**src/rtl/psg_i2s_out.sv**
```systemverilog
// PSG mix to Philips I2S: decimate to one mono sample per frame, convert to two's complement, send it on both channels.
// Latency: a sample decimated over frame k is sent in frame k+1, MSB on sdata the clock after the frame boundary.
// No backpressure: sampleIn is taken every clock. Define PSG_I2S_AVG_EN to average the frame instead of holding one sample.
module psg_i2s_out #(
   parameter int BCLK_HALF_LOG2 = 0
) (
   input  logic        clock,
   input  logic        nReset,
   input  logic [15:0] sampleIn,
   input  logic        mute,
   output logic        bclk,
   output logic        lrclk,
   output logic        sdata,
   output logic        frameStrobe
);

   localparam int PW = 6 + BCLK_HALF_LOG2;

   logic [PW-1:0] phase;
   logic [PW-1:0] phase_nxt;
   logic [4:0]    slot_nxt;
   logic          slot_start;
   logic          boundary;
   logic [15:0]   sample_s;
   logic [15:0]   word;
   logic [31:0]   shift_reg;

   assign phase_nxt  = phase + 1'b1;
   assign slot_nxt   = phase_nxt[PW-1:BCLK_HALF_LOG2+1];
   assign slot_start = (phase_nxt[BCLK_HALF_LOG2:0] == '0);
   assign boundary   = &phase;

`ifdef PSG_I2S_AVG_EN
   // Sized so a full frame of 16'hFFFF cannot overflow.
   logic [15+PW:0] acc;

   always_ff @(posedge clock or negedge nReset) begin
      if (!nReset) begin
         acc <= '0;
      end else if (boundary) begin
         acc <= {{PW{1'b0}}, sampleIn};
      end else begin
         acc <= acc + {{PW{1'b0}}, sampleIn};
      end
   end

   assign sample_s = 16'(acc >> PW);
`else
   assign sample_s = sampleIn;
`endif

   assign word = mute ? 16'h0000 : {~sample_s[15], sample_s[14:0]};

   // lrclk leads the data by one slot: it drops for slot 31 ahead of the left MSB.
   always_ff @(posedge clock or negedge nReset) begin
      if (!nReset) begin
         phase       <= '0;
         bclk        <= 1'b0;
         lrclk       <= 1'b0;
         sdata       <= 1'b0;
         frameStrobe <= 1'b0;
         shift_reg   <= '0;
      end else begin
         phase       <= phase_nxt;
         bclk        <= phase_nxt[BCLK_HALF_LOG2];
         frameStrobe <= boundary;
         if (slot_start) begin
            lrclk <= (slot_nxt >= 5'd15) && (slot_nxt != 5'd31);
            sdata <= boundary ? word[15] : shift_reg[5'd31 - slot_nxt];
         end
         if (boundary) begin
            shift_reg <= {word, word};
         end
      end
   end

endmodule
```
**config.mk**
```make
export PLATFORM = sky130hd
export DESIGN_NAME = psg_i2s_out
export DESIGN_NICKNAME = d
export VERILOG_FILES = /design/src/rtl/psg_i2s_out.sv
export SDC_FILE = /design/constraint.sdc
export NUM_CORES = 1
export LEC_CHECK = 0
export CORE_ASPECT_RATIO = 1.75
export CORE_MARGIN = 2
export CORE_UTILIZATION = 45
export CTS_BUF_LIST = sky130_fd_sc_hd__clkbuf_2 sky130_fd_sc_hd__clkbuf_4 sky130_fd_sc_hd__clkbuf_8
export CTS_CLUSTER_SIZE = 40
export DETAILED_ROUTE_END_ITERATION = 8
export PLACE_DENSITY = 0.72
export SYNTH_ARGS = -nofsm -noshare
export SYNTH_HDL_FRONTEND = slang
export SYNTH_SLANG_ARGS = --single-unit
```
**constraint.sdc**
```tcl
create_clock -name clock -period 2 [get_ports clock]
set_input_delay 0.2 -clock clock [delete_from_list [all_inputs] [get_ports clock]]
set_output_delay 0.2 -clock clock [all_outputs]
set_load 0.01 [all_outputs]
```
# Word level (Yosys, flattened, before mapping)
# Cells that the tools add are included.
[totals]
ramBits = 0
input_bits = 19
latchBits = 0
rom_bits = 0
n_memories = 0
ff_bits = 42
[classes]
mux = 4
n_eq_ne = 1
reduce_logical = 2
multipliers = 0
n_div = 0
n_addsub = 2
n_shift = 0
magnitude_cmp = 2
n_bitwise = 1
[ops]
columns = ["op", "n"]
rows = [
  ["16-bit two-way mux", 1],
  ["6-bit by 1-bit adder with 6-bit output (second input constant)", 1],
  ["5-bit by 6-bit < comparator with 1-bit output (second input constant)", 1],
  ["6-bit AND reduction", 1],
  ["1-bit binary-select mux with 5-bit select", 1],
  ["5-bit by 4-bit greater-or-equal comparator with 1-bit output (second input constant)", 1],
  ["5-bit inequality test (second input constant)", 1],
  ["5-bit subtractor (first input constant)", 1],
  ["1-bit two-way mux", 2],
  ["1-bit logical AND", 1],
  ["1-bit inverter", 1],
]

# Logic depth before layout (Yosys ltp)
# Gate-level depths: netlist of run 1.
[depth]
word_depth = 5
mapped_depth = 7

# Least setup slack after synthesis of run 1
# Ideal clock, no wire load.
[synth_path]
path_type = "register to register"
startpoint = "reg phase[0]"
endpoint = "reg sdata"
path_buffers = 1
required_ns = 1.865
setup_time_ns = 0.135
path_slack_ns = 0.096
stages_incl_launch_ff = 6
arrival_ns = 1.770
path_cell_list = "dfrtp_1 > ha_1 > clkbuf_1 > mux4_2 > o211ai_1 > nand4_1"
[synth_via]
elab_chain_cells = 5
[synth_lines]
columns = ["element", "line_no", "rtl"]
rows = [
  ["from (decl)", "19", "logic [PW-1:0] phase;"],
  ["from (signal assigned)", "64", "phase <= phase_nxt;"],
  ["6-bit by 1-bit adder with 6-bit output", "28", "assign phase_nxt = phase + 1'b1;"],
  ["named net phase_nxt[1]", "20", "logic [PW-1:0] phase_nxt;"],
  ["5-bit subtractor", "69", "sdata <= boundary ? word[15] : shift_reg[5'd31 - slot_nxt];"],
  ["1-bit binary-select mux with 5-bit select", "69", ""],
  ["1-bit two-way mux (implied by the code)", "69", ""],
  ["1-bit two-way mux", "69", ""],
  ["to (signal assigned)", "69", ""],
  ["to (decl)", "13", "output logic sdata,"],
]
# The timed path passes the listed nets, and every way through them passes these cells. The select of a mux whose other input is x is not followed.
# A chain may end at the register's enable or synchronous reset.

# Worst setup path after layout of run 1
[layout_path]
startpoint = "reg phase[1]"
endpoint = "reg sdata"
# Same word-level chain as after synthesis.

==> flow_summary.ini, run 1 <==
[synthesis]
ys_dominant_reg_cell = sky130_fd_sc_hd__dfrtp_1
yosys.area.top_type = sky130_fd_sc_hd__dfrtp_1
synth_fp_nets = 148
synth.yosys.seq_area_share = 0.4878
synth.distinct_cells = 33
syn-mean-instance-area_um2 = 10.02
most_frequent_cell_after_synthesis = sky130_fd_sc_hd__dfrtp_1
synth_top_cells_by_area = sky130_fd_sc_hd__dfrtp_1 49%, sky130_fd_sc_hd__nand2b_1 7.3%, sky130_fd_sc_hd__nand2_1 5.9%
netlist.area_leader.share = 0.4878
syn_area_mm2 = 0.001282
post_synth_edffs = 0
yosys_warnings = 0
syn-instance-count = 128
synth-seq-cells = 25
async_reset_ff_frac = 1.000
netlist_top_cells_count = 25 x sky130_fd_sc_hd__dfrtp_1, 20 x sky130_fd_sc_hd__nand2_1, 15 x sky130_fd_sc_hd__nand2b_1, 12 x sky130_fd_sc_hd__o21ai_0, 5 x sky130_fd_sc_hd__clkbuf_1

[setup_path]
crit-reg2reg-capture = sdata
crit_start = phase[1]
critical_path_depth = 6
worstPathCellList = ha_1 > nand3_1 > xnor2_2 > mux4_2 > o211ai_1 > nand4_1
critical_path_required_ns = 2.15
timing.critical_path.to = sdata
path_buf_inv = 0
endpoint_kind = register
worstPathMaxFanout = 7
startpoint_of_the_most_critical_register_to_register_path = phase[1]
setup.reg_to_reg.worst_slack_ns = 0.11
worst_ep_arrival_time_ns = 2.04
worst_path_max_delay_cell = sky130_fd_sc_hd__dfrtp_1
timing_worst_setup_path_type = register to register
r2r_cells = 6
cp_slowest_stage_delay_ns = 0.41
crit_family = flip-flops
worst_setup_path_start_kind = register

[finish]
fin_nets = 169
layout-drive-gt1-share = 0.1014
largest_register_ff_count = 16
syn2layout_area_growth_pct = 22.15
insertedDiodeCount = 0
nFillCells = 237

[clocking]
tritoncts = done
clockBufferDepth = 2
cts.sink_count = 25
cts_hold_buffers = 0
cts_max_level = 1
cts_inserted_buffers = 3
post-cts-setup-buffers = 0
post_cts_resize_count = 0
cts.root.buffer_cell = sky130_fd_sc_hd__clkbuf_8
clock_pin_slew_on_the_worst_setup_and_hold_paths_ns = 0.09
clk_latency_ns = 0.27

[floorplanning]
chipWidth_um = 44.36
placementRows = 25
chipHeight_um = 74.62
coreArea_mm2 = 0.002721
die-area_mm2 = 0.003310
io_pins = 23
initial_standard_cell_utilization_of_the_core = 0.4713

[placed_design]
place_ws_ns = 0.1238
place_congestion = 0.9070
port_buffers = 22
dp_hpwl_um = 1879

[outcome]
run_status = finished, final reports clean

[flow_run]
max_cap_violations = 0

[power]
power-per-cell-area_mw_per_mm2 = 557.5
leakage_uw = 0.0006864
vdd.ir_drop.worst_mv = 0.4630
total_power_uw = 873.3

[route]
routed-via-count = 952
drt_first_pass_iters = 4
drc = 0
drtAntennaViolNets = 0
routedWlPerCell_um = 14.10
detailed_route_wl_um = 2468
via_per_inst = 5.440
drt_iter0_markers = 14

[sta]
tightest_slew_ns = 0.4236
finalClockSkew_ns = 0.004793
unrepaired_setup_endpoints_after_global_routing = no
post-route-min-period_ns = 1.888
slew_violations = 0
final-setup-viol-count = 0
maxSlewHeadroom = 0.7167
finalSetupTns_ns = 0
finalCritPeriodShare = 0.9439
finalWorstSetupSlack_ns = 0.1123
fmax_mhz = 529.7
timing_hold_violations_final = 0

[global_route]
global_route.overflow_total = 0
pin_count_of_the_biggest_net_entering_global_routing = 26
wire_length_of_the_first_global_routing_pass_um = 4236
grt_antenna_before_repair = 0
grt_usage = 0.1773
first_global_vias = 982

[min_path]
hold_class = input pin to async pin
==> area by class of cell <==
class,instances,area (um^2),share of cell area
Sequential cell,25,625.6,0.3994
Timing Repair Buffer,26,250.2,0.1597
Clock buffer,3,41.29,0.02636
Tap cell,27,33.78,0.02157
Inverter,3,11.26,0.007189
Clock inverter,1,7.507,0.004792
Multi-Input combinational cell,90,596.8,0.3810
==> report_power, final <==
group	switching (uW)	leakage (uW)	internal, uW
Clock	165	0.0000217	141
Sequential	0.499	0.000245	506
Combinational	20.3	0.000420	39.9
Total	186	0.000686	687
==> placed cells by master (no fill, tap or decap) <==
cell	synthesis	layout
sky130_fd_sc_hd__nand4_1	4	4
sky130_fd_sc_hd__buf_4	2	4
sky130_fd_sc_hd__o2111ai_1	1	1
sky130_fd_sc_hd__a21oi_1	1	1
sky130_fd_sc_hd__a21o_1	2	2
sky130_fd_sc_hd__dfrtp_1	25	25
sky130_fd_sc_hd__nor3_1	1	1
sky130_fd_sc_hd__o21ai_0	12	12
sky130_fd_sc_hd__and2_4	1	1
sky130_fd_sc_hd__o21ai_1	4	4
sky130_fd_sc_hd__xnor2_2	1	1
sky130_fd_sc_hd__a211oi_1	2	2
sky130_fd_sc_hd__or3b_1	1	1
sky130_fd_sc_hd__ha_1	1	1
sky130_fd_sc_hd__mux2i_1	2	2
sky130_fd_sc_hd__nand2_1	20	20
sky130_fd_sc_hd__clkbuf_8	0	3
sky130_fd_sc_hd__clkdlybuf4s50_1	0	22
sky130_fd_sc_hd__nand3_1	2	2
sky130_fd_sc_hd__xor2_2	1	1
sky130_fd_sc_hd__xnor2_1	3	3
sky130_fd_sc_hd__and3b_1	1	1
sky130_fd_sc_hd__clkinvlp_4	0	1
sky130_fd_sc_hd__nor2b_1	3	3
sky130_fd_sc_hd__inv_1	3	3
sky130_fd_sc_hd__a21oi_2	1	1
sky130_fd_sc_hd__o221ai_1	1	1
sky130_fd_sc_hd__a21boi_0	1	1
sky130_fd_sc_hd__o211ai_1	1	1
sky130_fd_sc_hd__nor3b_1	1	1
sky130_fd_sc_hd__mux4_2	3	3
sky130_fd_sc_hd__nor4b_1	1	1
sky130_fd_sc_hd__nor2_1	3	3
sky130_fd_sc_hd__nand2b_1	15	15
==> stage by stage <==
step / cell area [um^2] / cells / utilization / hold slack, ns
3_5_place_dp: 1518 / 171 / 0.5577 / 0.4780
3_3_place_gp: 1518 / 171 / 0.5577 / 0.4539
4_1_cts: 1567 / 175 / 0.5756 / 0.2961
2_1_floorplan: 1282 / 128 / - / -0.09559
6_report: 1567 / 175 / 0.5756 / 0.2858
5_1_grt: 1567 / 175 / 0.5756 / 0.3235
==> worst reg2reg max path, stage by stage (launching register included) <==
cell	delay, ns
sky130_fd_sc_hd__dfrtp_1	0.41
sky130_fd_sc_hd__ha_1	0.33
sky130_fd_sc_hd__nand3_1	0.16
sky130_fd_sc_hd__xnor2_2	0.24
sky130_fd_sc_hd__mux4_2	0.33
sky130_fd_sc_hd__o211ai_1	0.18
sky130_fd_sc_hd__nand4_1	0.11
==> cells by family after synthesis <==
kind of cell / after synthesis / synth area share
buffers and inverters: 13 / 0.04682
muxes: 5 / 0.06829
DFF: 25 / 0.4878
xor gates and xnor gates: 5 / 0.04586
AOI/OAI and AO/OA: 26 / 0.1220
adders and majority gates: 1 / 0.009755
and+or+nand+nor: 53 / 0.2195
==> layer usage <==
metal  part of all wire  GRT usage  wire length (um)  up-vias
li1                   -          -                 -      472
met1               0.41     0.1927              1003      458
met2               0.54     0.3252              1344       16
met3              0.022    0.02158                55        6
met4              0.026    0.09428                65        0
met5                  0          0                 0        -
==> worst min path at each step <==
stage               cells after the start  slack [ns]             to
floorplan                               0        -0.1    frameStrobe
global placement                        1        0.45  shift_reg[15]
detailed placement                      1        0.48  shift_reg[15]
CTS                                     2        0.30  shift_reg[29]
global route                            2        0.32       phase[4]
finish                                  2        0.29       phase[4]
Power figures use the tool's default switching activity.
==> inputs of run 2 (changes only) <==
--- a/config.mk
+++ b/config.mk
@@ -11,7 +11,7 @@
 export CTS_BUF_LIST = sky130_fd_sc_hd__clkbuf_2 sky130_fd_sc_hd__clkbuf_4 sky130_fd_sc_hd__clkbuf_8
 export CTS_CLUSTER_SIZE = 40
 export DETAILED_ROUTE_END_ITERATION = 8
-export PLACE_DENSITY = 0.72
+export PLACE_DENSITY = 0.69
 export SYNTH_ARGS = -nofsm -noshare
 export SYNTH_HDL_FRONTEND = slang
 export SYNTH_SLANG_ARGS = --single-unit
==> constraint.sdc (replaced) <==
create_clock -name clock -period 1.89 [get_ports clock]
set_input_delay 0.189 -clock clock [delete_from_list [all_inputs] [get_ports clock]]
set_output_delay 0.189 -clock clock [all_outputs]
set_load 0.01 [all_outputs]
==> run 2 against run 1 <==
Critical path depth unchanged. Via count down 1.6%. Die area unchanged. Largest cell class unchanged.
==> flow_summary.ini, run 2 (synthesized netlist as in run 1, its figures left out) <==
[outcome]
run_status = finished, final reports clean

[sta]
unrepaired_setup_endpoints_after_global_routing = no
maxSlewHeadroom = 0.7323
finalClockSkew_ns = 0.001776
finalCritPeriodShare = 0.8917
tightest_slew_ns = 0.4003
timing_hold_violations_final = 0
slew_violations = 0
finalSetupTns_ns = 0
finalWorstSetupSlack_ns = 0.2047
final-setup-viol-count = 0
fmax_mhz = 593.4
post-route-min-period_ns = 1.685
hold-worst-slack_ns = 0.2885

[floorplanning]
die-area_mm2 = 0.003310
placementRows = 25
coreArea_mm2 = 0.002721
io_pins = 23
initial_standard_cell_utilization_of_the_core = 0.4713
chipHeight_um = 74.62
chipWidth_um = 44.36

[power]
power-per-cell-area_mw_per_mm2 = 575.7
leakage_uw = 0.0007001
vdd.ir_drop.worst_mv = 0.5318

[clocking]
cts_hold_buffers = 0
tritoncts = done
cts.sink_count = 25
clockBufferDepth = 2
clk_latency_ns = 0.26
clock_pin_slew_on_the_worst_setup_and_hold_paths_ns = 0.08
cts.root.buffer_cell = sky130_fd_sc_hd__clkbuf_8
cts_max_level = 1
cts_inserted_buffers = 3

[global_route]
first_global_vias = 972
grt_usage = 0.1691
pin_count_of_the_biggest_net_entering_global_routing = 26
global_route.overflow_total = 0
grt_antenna_before_repair = 0
wire_length_of_the_first_global_routing_pass_um = 4236

[setup_path]
timing_worst_setup_path_type = register to register
worstPathCellList = ha_4 > nand3_1 > xnor2_2 > mux4_2 > o211ai_1 > nand4_1
worst_setup_path_start_kind = register
critical_path_required_ns = 2.03
worst_ep_arrival_time_ns = 1.82
worst_path_max_delay_cell = sky130_fd_sc_hd__dfrtp_1
worstPathMaxFanout = 7
endpoint_kind = register
setup.reg_to_reg.worst_slack_ns = 0.20
cp_slowest_stage_delay_ns = 0.44

[placed_design]
place_congestion = 0.8478
port_buffers = 22
dp_hpwl_um = 1833
place_ws_ns = 0.1194

[finish]
nFillCells = 235
mostFrequentLayoutCell = sky130_fd_sc_hd__dfrtp_1
layout-drive-gt1-share = 0.1200
fin_nets = 171
syn2layout_area_growth_pct = 24.29
insertedDiodeCount = 0
largest_register_ff_count = 16
mostFrequentLayoutCells = 25 x sky130_fd_sc_hd__dfrtp_1, 22 x sky130_fd_sc_hd__clkdlybuf4s50_1, 20 x sky130_fd_sc_hd__nand2_1

[route]
drt_iter0_markers = 11
drtAntennaViolNets = 0
via_per_inst = 5.294
routed-via-count = 937
drt_first_pass_iters = 4
routedWlPerCell_um = 13.60
drc = 0
detailed_route_wl_um = 2407

[flow_run]
max_cap_violations = 0

[min_path]
hold_class = input pin to async pin
run 2: power breakdown:
group | total (uW) | internal (uW) | switching, uW
Sequential | 536 | 535 | 0.498
Combinational | 63.7 | 42.3 | 21.4
Clock | 318 | 164 | 154
Total | 918 | 742 | 176
run 2: layout make-up:
cell class | count | area (um^2) | share of cell area
multi-input cells | 90 | 609.3 | 0.3823
inverters | 3 | 11.26 | 0.007064
clock buffers | 4 | 48.80 | 0.03061
well taps | 27 | 33.78 | 0.02119
repair buffers | 28 | 265.3 | 0.1664
flip-flops and latches | 25 | 625.6 | 0.3925
run 2: per-stage QoR:
stage | instance area (um^2) | util | total power [uW] | cells
2_1_floorplan | 1284 | - | 560.0 | 128
3_3_place_gp | 1533 | 0.5632 | 610.2 | 173
3_5_place_dp | 1533 | 0.5632 | 612.0 | 173
4_1_cts | 1582 | 0.5811 | 925.1 | 177
5_1_grt | 1594 | 0.5857 | 963.9 | 177
6_report | 1594 | 0.5857 | 917.6 | 177
run 2: final timing paths:
check                                     end  cells past startpoint          start
worst min register to register  shift_reg[15]                      1  shift_reg[15]
max in group asynchronous               sdata                      2         nReset
worst max-delay path                    sdata                      6       phase[1]
min in group clock              shift_reg[29]                      3   sampleIn[13]
worst min-delay path                 phase[5]                      2         nReset
worst max register to register          sdata                      6       phase[1]
run 2: per-layer routing:
| metal | wire length (um) | up-vias | GRT usage |
|---|---|---|---|
| met5 | 0 | - | 0 |
| met4 | 38 | 0 | 0.07407 |
| met3 | 49 | 4 | 0.02638 |
| met2 | 1306 | 16 | 0.2810 |
| met1 | 1013 | 439 | 0.2159 |
| li1 | - | 478 | - |
run 2: worst max-delay path, delay by kind of cell, from the launching register on:
family,cells,cell delay (ns)
flops,1,0.44
fa+ha+maj,1,0.21
mux,1,0.32
simple gates,2,0.22
compound gates,1,0.16
xor+xnor,1,0.21
run 2: what timing repair did:
action | CTS | global route
resized for setup | 0 | 2
setup endpoints to repair | 0 | 1
buffers inserted | 0 | 0
==> inputs of run 3 (changes only) <==
--- a/config.mk
+++ b/config.mk
@@ -5,13 +5,16 @@
 export SDC_FILE = /design/constraint.sdc
 export NUM_CORES = 1
 export LEC_CHECK = 0
+export CAP_MARGIN = 20
+export CELL_PAD_IN_SITES_DETAIL_PLACEMENT = 0
+export CELL_PAD_IN_SITES_GLOBAL_PLACEMENT = 2
 export CORE_ASPECT_RATIO = 1.75
 export CORE_MARGIN = 2
-export CORE_UTILIZATION = 45
+export CORE_UTILIZATION = 34
 export CTS_BUF_LIST = sky130_fd_sc_hd__clkbuf_2 sky130_fd_sc_hd__clkbuf_4 sky130_fd_sc_hd__clkbuf_8
 export CTS_CLUSTER_SIZE = 40
 export DETAILED_ROUTE_END_ITERATION = 8
-export PLACE_DENSITY = 0.69
+export PLACE_DENSITY = 0.81
 export SYNTH_ARGS = -nofsm -noshare
 export SYNTH_HDL_FRONTEND = slang
 export SYNTH_SLANG_ARGS = --single-unit
==> run 3 against run 2 <==
First-iteration DRC count increased by 140%. Sequential cell count is the same. Critical path type unchanged. Non-clock buffer count increased by 1.
==> flow_summary.ini, run 3 (synthesized netlist as in run 1, its figures left out) <==
[clocking]
cts_inserted_buffers = 3
cts_hold_buffers = 0
cts_max_level = 1
post-cts-setup-buffers = 0
tritoncts = done
clk_latency_ns = 0.27
cts.root.buffer_cell = sky130_fd_sc_hd__clkbuf_8
cts.sink_count = 25
clock_pin_slew_on_the_worst_setup_and_hold_paths_ns = 0.08
clockBufferDepth = 2

[placed_design]
place_ws_ns = 0.07144
port_buffers = 22
place_congestion = 0.7617
dp_hpwl_um = 1880

[setup_path]
worst_ep_arrival_time_ns = 1.91
worstPathMaxFanout = 7
timing_worst_setup_path_type = register to register
endpoint_kind = register
worst_path_max_delay_cell = sky130_fd_sc_hd__dfrtp_1
crit-reg2reg-capture = sdata
worstPathCellList = ha_2 > nand3_1 > xnor2_2 > mux4_2 > o211ai_1 > nand4_1
cp_slowest_stage_delay_ns = 0.40
setup.reg_to_reg.worst_slack_ns = 0.12
worst_setup_path_start_kind = register
r2r_cells = 6
startpoint_of_the_most_critical_register_to_register_path = phase[1]
critical_path_required_ns = 2.03

[finish]
layout-drive-gt1-share = 0.1258
syn2layout_area_growth_pct = 25.95
largest_register_ff_count = 16
fin_nets = 172
insertedDiodeCount = 0
nFillCells = 358
mostFrequentLayoutCell = sky130_fd_sc_hd__dfrtp_1
mostFrequentLayoutCells = 25 x sky130_fd_sc_hd__dfrtp_1, 22 x sky130_fd_sc_hd__clkdlybuf4s50_1, 20 x sky130_fd_sc_hd__nand2_1
postLayoutCoreUtil = 0.4452

[global_route]
first_global_vias = 947
wire_length_of_the_first_global_routing_pass_um = 4057
grt_usage = 0.1224
pin_count_of_the_biggest_net_entering_global_routing = 26
grt_antenna_before_repair = 0
global_route.overflow_total = 0

[power]
net_switching_share_of_the_total_power = 0.1992
vdd.ir_drop.worst_mv = 0.3551
power-per-cell-area_mw_per_mm2 = 575.2
clock_power_share = 0.354
p_int_uw = 744.0
total_power_uw = 929.1
switching_power_uw = 185.1
comb_power_share = 0.070
leakage_uw = 0.0007041
power_frac_seq = 0.577

[floorplanning]
chipWidth_um = 50.43
coreArea_mm2 = 0.003628
io_pins = 23
initial_standard_cell_utilization_of_the_core = 0.3534
placementRows = 29
chipHeight_um = 85.25
die-area_mm2 = 0.004298

[route]
via_per_inst = 4.838
drt_first_pass_iters = 4
drc = 0
drtAntennaViolNets = 0
drt_iter0_markers = 26
routed-via-count = 953
detailed_route_wl_um = 2405
routedWlPerCell_um = 12.21

[sta]
finalCritPeriodShare = 0.9370
finalWorstSetupSlack_ns = 0.1192
unrepaired_setup_endpoints_after_global_routing = no
tightest_slew_ns = 0.3688
fmax_mhz = 564.7
maxSlewHeadroom = 0.7540
slew_violations = 0
final-setup-viol-count = 0
timing_hold_violations_final = 0
post-route-min-period_ns = 1.771
finalClockSkew_ns = 0.003226
finalSetupTns_ns = 0

[flow_run]
max_cap_violations = 0

[outcome]
run_status = finished, final reports clean

[min_path]
hold_class = input pin to async pin
## run 3: through the flow
step,instances,hold WS (ns),instance area (um^2)
final,197,0.2772,1615
after global routing,197,0.3244,1615
after CTS,197,0.2889,1613
after detailed placement,193,0.4576,1564
after global placement,193,0.4545,1564
after floorplan,128,-0.1066,1284
## run 3: worst max-delay path: cells and delay by family, from the launching register on
family,cells,cell delay [ns]
XOR/XNOR,1,0.24
AND/OR/NAND/NOR,2,0.24
adder cells (fa/ha/maj),1,0.27
flip-flops,1,0.40
multiplexers,1,0.33
AO/OA/AOI/OAI,1,0.19
## run 3: repair_timing
item,in CTS,in global routing
gates resized for setup,0,1
endpoints found under the hold margin,0,0
endpoints found under the setup margin,0,1
## run 3: worst max-delay path by stage
stage	start	endpoint	slack [ns]	depth (start not counted)
after global placement	phase[1]	sdata	0.13	6
after detailed placement	phase[1]	sdata	0.07	6
after CTS	phase[1]	sdata	0.05	6
after floorplan	phase[0]	sdata	0.12	5
final	phase[1]	sdata	0.12	6
after global routing	phase[1]	sdata	0.03	6
## run 3: area by class of cell
class | instances | area [um^2] | area share
sequential | 25 | 625.6 | 0.3873
inverter | 3 | 11.26 | 0.006971
multi-input combinational | 90 | 599.3 | 0.3710
clock buffer | 4 | 48.80 | 0.03021
timing repair buffer | 29 | 272.8 | 0.1689
tap | 46 | 57.56 | 0.03563
## run 3: power by group through the flow
stage	sequential [uW]	clock, uW	combinational, uW
3_5_place_dp	547	0	67.1
6_report	536	328	64.9
2_1_floorplan	547	0	13.4
3_3_place_gp	547	0	65.9
5_1_grt	536	364	72.4
4_1_cts	536	341	67.0
## run 3: routing by layer
metal | track usage | up-vias | part of all wire
li1 | - | 480 | -
met1 | 0.1364 | 449 | 0.40
met2 | 0.2189 | 19 | 0.54
met3 | 0.01585 | 5 | 0.033
met4 | 0.06634 | 0 | 0.024
met5 | 0 | - | 0
==> edit 1 (config.mk and constraints of run 3) <==
Register the input `mute` before use. The logic sees it one clock later. The other inputs are not delayed to match.
--- a/src/rtl/psg_i2s_out.sv
+++ b/src/rtl/psg_i2s_out.sv
@@ -15,6 +15,12 @@
 );
 
    localparam int PW = 6 + BCLK_HALF_LOG2;
+
+   logic mute_q;
+
+   always_ff @(posedge clock) begin
+      mute_q <= mute;
+   end
 
    logic [PW-1:0] phase;
    logic [PW-1:0] phase_nxt;
@@ -49,7 +55,7 @@
    assign sample_s = sampleIn;
 `endif
 
-   assign word = mute ? 16'h0000 : {~sample_s[15], sample_s[14:0]};
+   assign word = mute_q ? 16'h0000 : {~sample_s[15], sample_s[14:0]};
 
    // lrclk leads the data by one slot: it drops for slot 31 ahead of the left MSB.
    always_ff @(posedge clock or negedge nReset) begin
Formal check against the unedited RTL: no difference found for any inputs over 10 cycles, from zero or initial values and one cycle with nReset low; that may be too few to reach the edited logic, so the function may still have changed.
==> edit 1 against run 3 <==
Count of clock-buffer cells in the layout stayed put. Fmax is 1.8% higher. Design area is 1.2% higher. Worst setup slack better by 0.032 ns. Wire length is 1.1% higher. Cell count stayed put. Power is 4.2% higher. Synthesized area is 1.6% higher. Global-route usage is 0.56 points higher. Clock power is 5% higher. Sequential cell count is 1 higher. Non-clock buffer count is 1 lower. Largest cell class unchanged. Largest power group unchanged.
==> edit 1: results (changes against run 3) <==
Syn nets -> 149 (+0.68%)
GP Congestion -> 0.792 (+4.0%)
Post-synth cell types -> 34 (+3.0%)
Routed WL per cell -> 12.3 um (+1.1%)
Dpl cell area -> 1570 um^2 (+0.32%)
Post-DP HPWL -> 1.87 mm (-0.32%)
Register area share after synthesis -> 49.6% (+0.79 points)
Total number of vias -> 936 (-1.8%)
CTS max path bufs -> 2 (unchanged)
First-pass GRT wire length -> 4.24 mm (+4.6%)
Status -> finished clean
YS warnings -> 0 (unchanged)
Placed cells -> 192 (-0.52%)
Fraction of registers with async set/reset -> 96.2% (-3.8 points)
Switching Power -> 0.183 mW (-1.2%)
Cts bufs inserted -> 3 (unchanged)
Leak -> 0.706 nW (+0.30%)
Fraction of layout cells with a size suffix above 1 -> 11.9% (-0.66 points)
Synth Area in Compound Gates -> 12.0% (-0.19 points)
Fillers -> 378 (+5.6%)
Post-synthesis adder-cell area fraction -> 0.961% (-0.015 points)
Total track usage -> 12.8% (+0.56 points)
Synth top area cells -> dfrtp_1, nand2b_1, nand2_1
WP data arrival -> 1.88 ns (-0.03 ns)
Core area -> 3660 um^2 (+1.0%)
Peak VDD IR -> 0.335 mV (-5.8%)
Syn avg cell area -> 10.1 um^2 (+0.77%)
R2R Setup Slk -> 0.15 ns (+0.03 ns)
Mux contribution to synthesized area -> 6.72% (-0.10 points)
Relative slew slack -> 72.6% (-2.8 points)
Drt initial violations -> 23 (-12%)
Drt via density -> 4.75 (-1.8%)
R2R depth -> 6 (unchanged)
Skew final -> 0.00260 ns (-0.000630 ns)
CP Launch Point -> phase[1]$_DFF_PN0_
Number of global-route vias before repair -> 965 (+1.9%)
Largest net degree at the start of global routing -> 26 (unchanged)
Max H-tree Level -> 1 (unchanged)
Post-synthesis xor/xnor area fraction -> 4.51% (-0.070 points)
==> edit 1: cell count changes after synthesis <==
cell / before / now
dfxtp_1: 0 / 1
==> edit 1: metal layers <==
metal / GRT usage (%) / wire length [um] / up-vias
met5: 0 / 0 / -
met4: 6.63 / 39 / 0
met3: 2.09 / 56 / 4
met2: 22.7 / 1310 / 16
met1: 14.4 / 1020 / 437
li1: - / - / 479
==> edit 1: layout make-up <==
cell class,count,area [um^2],area share (%)
sequential,26,646,39.5
multi-input combinational,90,599,36.7
timing repair buffer,28,265,16.2
tap,46,57.6,3.52
clock buffer,4,55.1,3.37
inverter,3,11.3,0.689
==> edit 1: logic make-up after synthesis <==
| family | after synthesis |
|---|---|
| adders and majority gates | 1 |
| xor gates and xnor gates | 5 |
| DFF | 26 |
| and+or+nand+nor | 53 |
| muxes | 5 |
| buffers and inverters | 13 |
| AOI/OAI and AO/OA | 26 |
==> edit 1: critical path, cell delays in order (launching register included) <==
cell	delay, ns
dfrtp_1	0.40
ha_2	0.27
nand3_1	0.14
xnor2_2	0.23
mux4_2	0.32
o211ai_1	0.17
nand4_1	0.09
==> edit 1: through the flow <==
stage	hold WS, ns	setup WS, ns	utilization, %
after global placement	0.461	0.127	42.8
after CTS	0.290	0.0344	44.3
after global routing	0.315	0.0139	44.6
final	0.277	0.151	44.6
after floorplan	-0.107	0.119	-
after detailed placement	0.462	0.0670	42.8
==> edit 1: power groups by stage <==
stage                     Sequential, mW  Clock (mW)  Combinational (mW)
after floorplan                    0.570           0              0.0133
after global placement             0.573           0              0.0613
after detailed placement           0.573           0              0.0620
after CTS                          0.562       0.364              0.0621
after global routing               0.563       0.381              0.0676
final                              0.562       0.346              0.0605
==> edit 1: repair_timing <==
item | CTS | global route
buffers inserted | 0 | 1
endpoints found under the setup margin | 0 | 1
resized for setup | 0 | 1
==> edit 2 (config.mk and constraints of run 3) <==
Without the edit above. The option `PSG_I2S_AVG_EN` is turned on by a define.
--- a/src/rtl/psg_i2s_out.sv
+++ b/src/rtl/psg_i2s_out.sv
@@ -1,6 +1,8 @@
 // PSG mix to Philips I2S: decimate to one mono sample per frame, convert to two's complement, send it on both channels.
 // Latency: a sample decimated over frame k is sent in frame k+1, MSB on sdata the clock after the frame boundary.
 // No backpressure: sampleIn is taken every clock. Define PSG_I2S_AVG_EN to average the frame instead of holding one sample.
+`define PSG_I2S_AVG_EN
+
 module psg_i2s_out #(
    parameter int BCLK_HALF_LOG2 = 0
 ) (
Behaviour: no difference found for any inputs over 10 cycles, from zero or initial values and one cycle with nReset low; that may be too few to reach the edited logic, so the function may still have changed.
==> edit 2 against run 3 <==
The flow now finishes with violations (setup timing). Cell count rose to 2.6 times the old value. Sequential cell count grew 22. Wire length grew to 3.0 times the old value. Critical path depth up 3. Power rose to 6.0 times the old value. Global-route usage grew 4.2 points. Via count grew to 2.6 times the old value. Die area increased by 120%. Clock power rose to 2.7 times the old value. Design area up 150%. Worst setup slack worse by 0.46 ns. Synthesized area rose by 130%. Critical endpoint is now acc[16]$_DFF_PN0_.
==> edit 2: results (changes against run 3) <==
NonClk Buf Share -> 18.5% (+1.6 points)
Sequential portion of the cell area -> 29.4% (-9.3 points)
Family with the most delay on the worst path -> compound AO/OA/AOI/OAI gates
Final setup violating endpoints -> 16 (+16)
Switching Fraction -> 37.3% (+17 points)
WP data arrival -> 2.43 ns (+0.52 ns)
Multi-input gate share of total cell area -> 44.4% (+7.3 points)
Crit path capture -> acc[16]$_DFF_PN0_
Post-CTS Hold Fix Bufs -> 1 (+1)
Cts bufs inserted -> 5 (+2)
R2R depth -> 9 (+3)
Mux contribution to synthesized area -> 6.23% (-0.60 points)
Skew final -> 0.00473 ns (+0.00150 ns)
Routed wl met2 -> 4.12 mm (+220%)
Crit path setup slack, layout -> -0.342 ns (-0.461 ns)
Max H-tree Level -> 2 (+1)
Clock share of power -> 16.1% (-19 points)
Fraction of layout cells with a size suffix above 1 -> 30.6% (+18 points)
Leak -> 1.75 nW (+150%)
Reg-to-reg critical path startpoint -> acc[0]$_DFF_PN0_
Synth top area cells -> dfrtp_1, ha_1, nand2_1
Reg area -> 1180 um^2 (+88%)
Final wirelength -> 7.20 mm (+200%)
Failing checks -> setup timing
Signal buffers -> 88 (+200%)
Status -> finished with violations
Fillers -> 793 (+120%)
Flop pwr share -> 26.1% (-32 points)
Metal1 wirelength -> 2.76 mm (+180%)
Drt via density -> 4.88 (+0.86%)
Dpl cell area -> 3670 um^2 (+130%)
Worst-margin pin slew -> 0.417 ns (+0.0484 ns)
Post-synth cell types -> 50 (+52%)
Clock tree cell share of total cell area -> 3.41% (+0.39 points)
Comb_multi_in -> 239 (+170%)
## edit 2: cell count changes after synthesis, moves of 6 or more
| cell | delta |
|---|---|
| nand2_1 | +36 |
| nand3b_1 | +15 |
| nand2b_1 | -11 |
| dfrtp_1 | +22 |
| ha_1 | +16 |
| mux2i_1 | +6 |
| a21oi_1 | +25 |
| nand3_1 | +7 |
| xor2_1 | +6 |
| nor2_1 | +16 |
## edit 2: routing by layer
layer | track usage [%] | vias up
li1 | - | 1249
met1 | 18.0 | 1164
met2 | 30.9 | 34
met3 | 2.54 | 12
met4 | 5.45 | 0
met5 | 0 | -
## edit 2: metrics by stage
stage | TNS (ns) | instances | hold WS, ns | power (mW)
2_1_floorplan | -0.832 | 307 | -0.107 | 3.26
3_3_place_gp | -8.34 | 489 | 0.147 | 4.26
3_5_place_dp | -8.72 | 489 | 0.149 | 4.32
4_1_cts | -3.61 | 499 | 0.360 | 5.34
5_1_grt | -5.09 | 504 | 0.376 | 6.00
6_report | -3.63 | 504 | 0.340 | 5.55
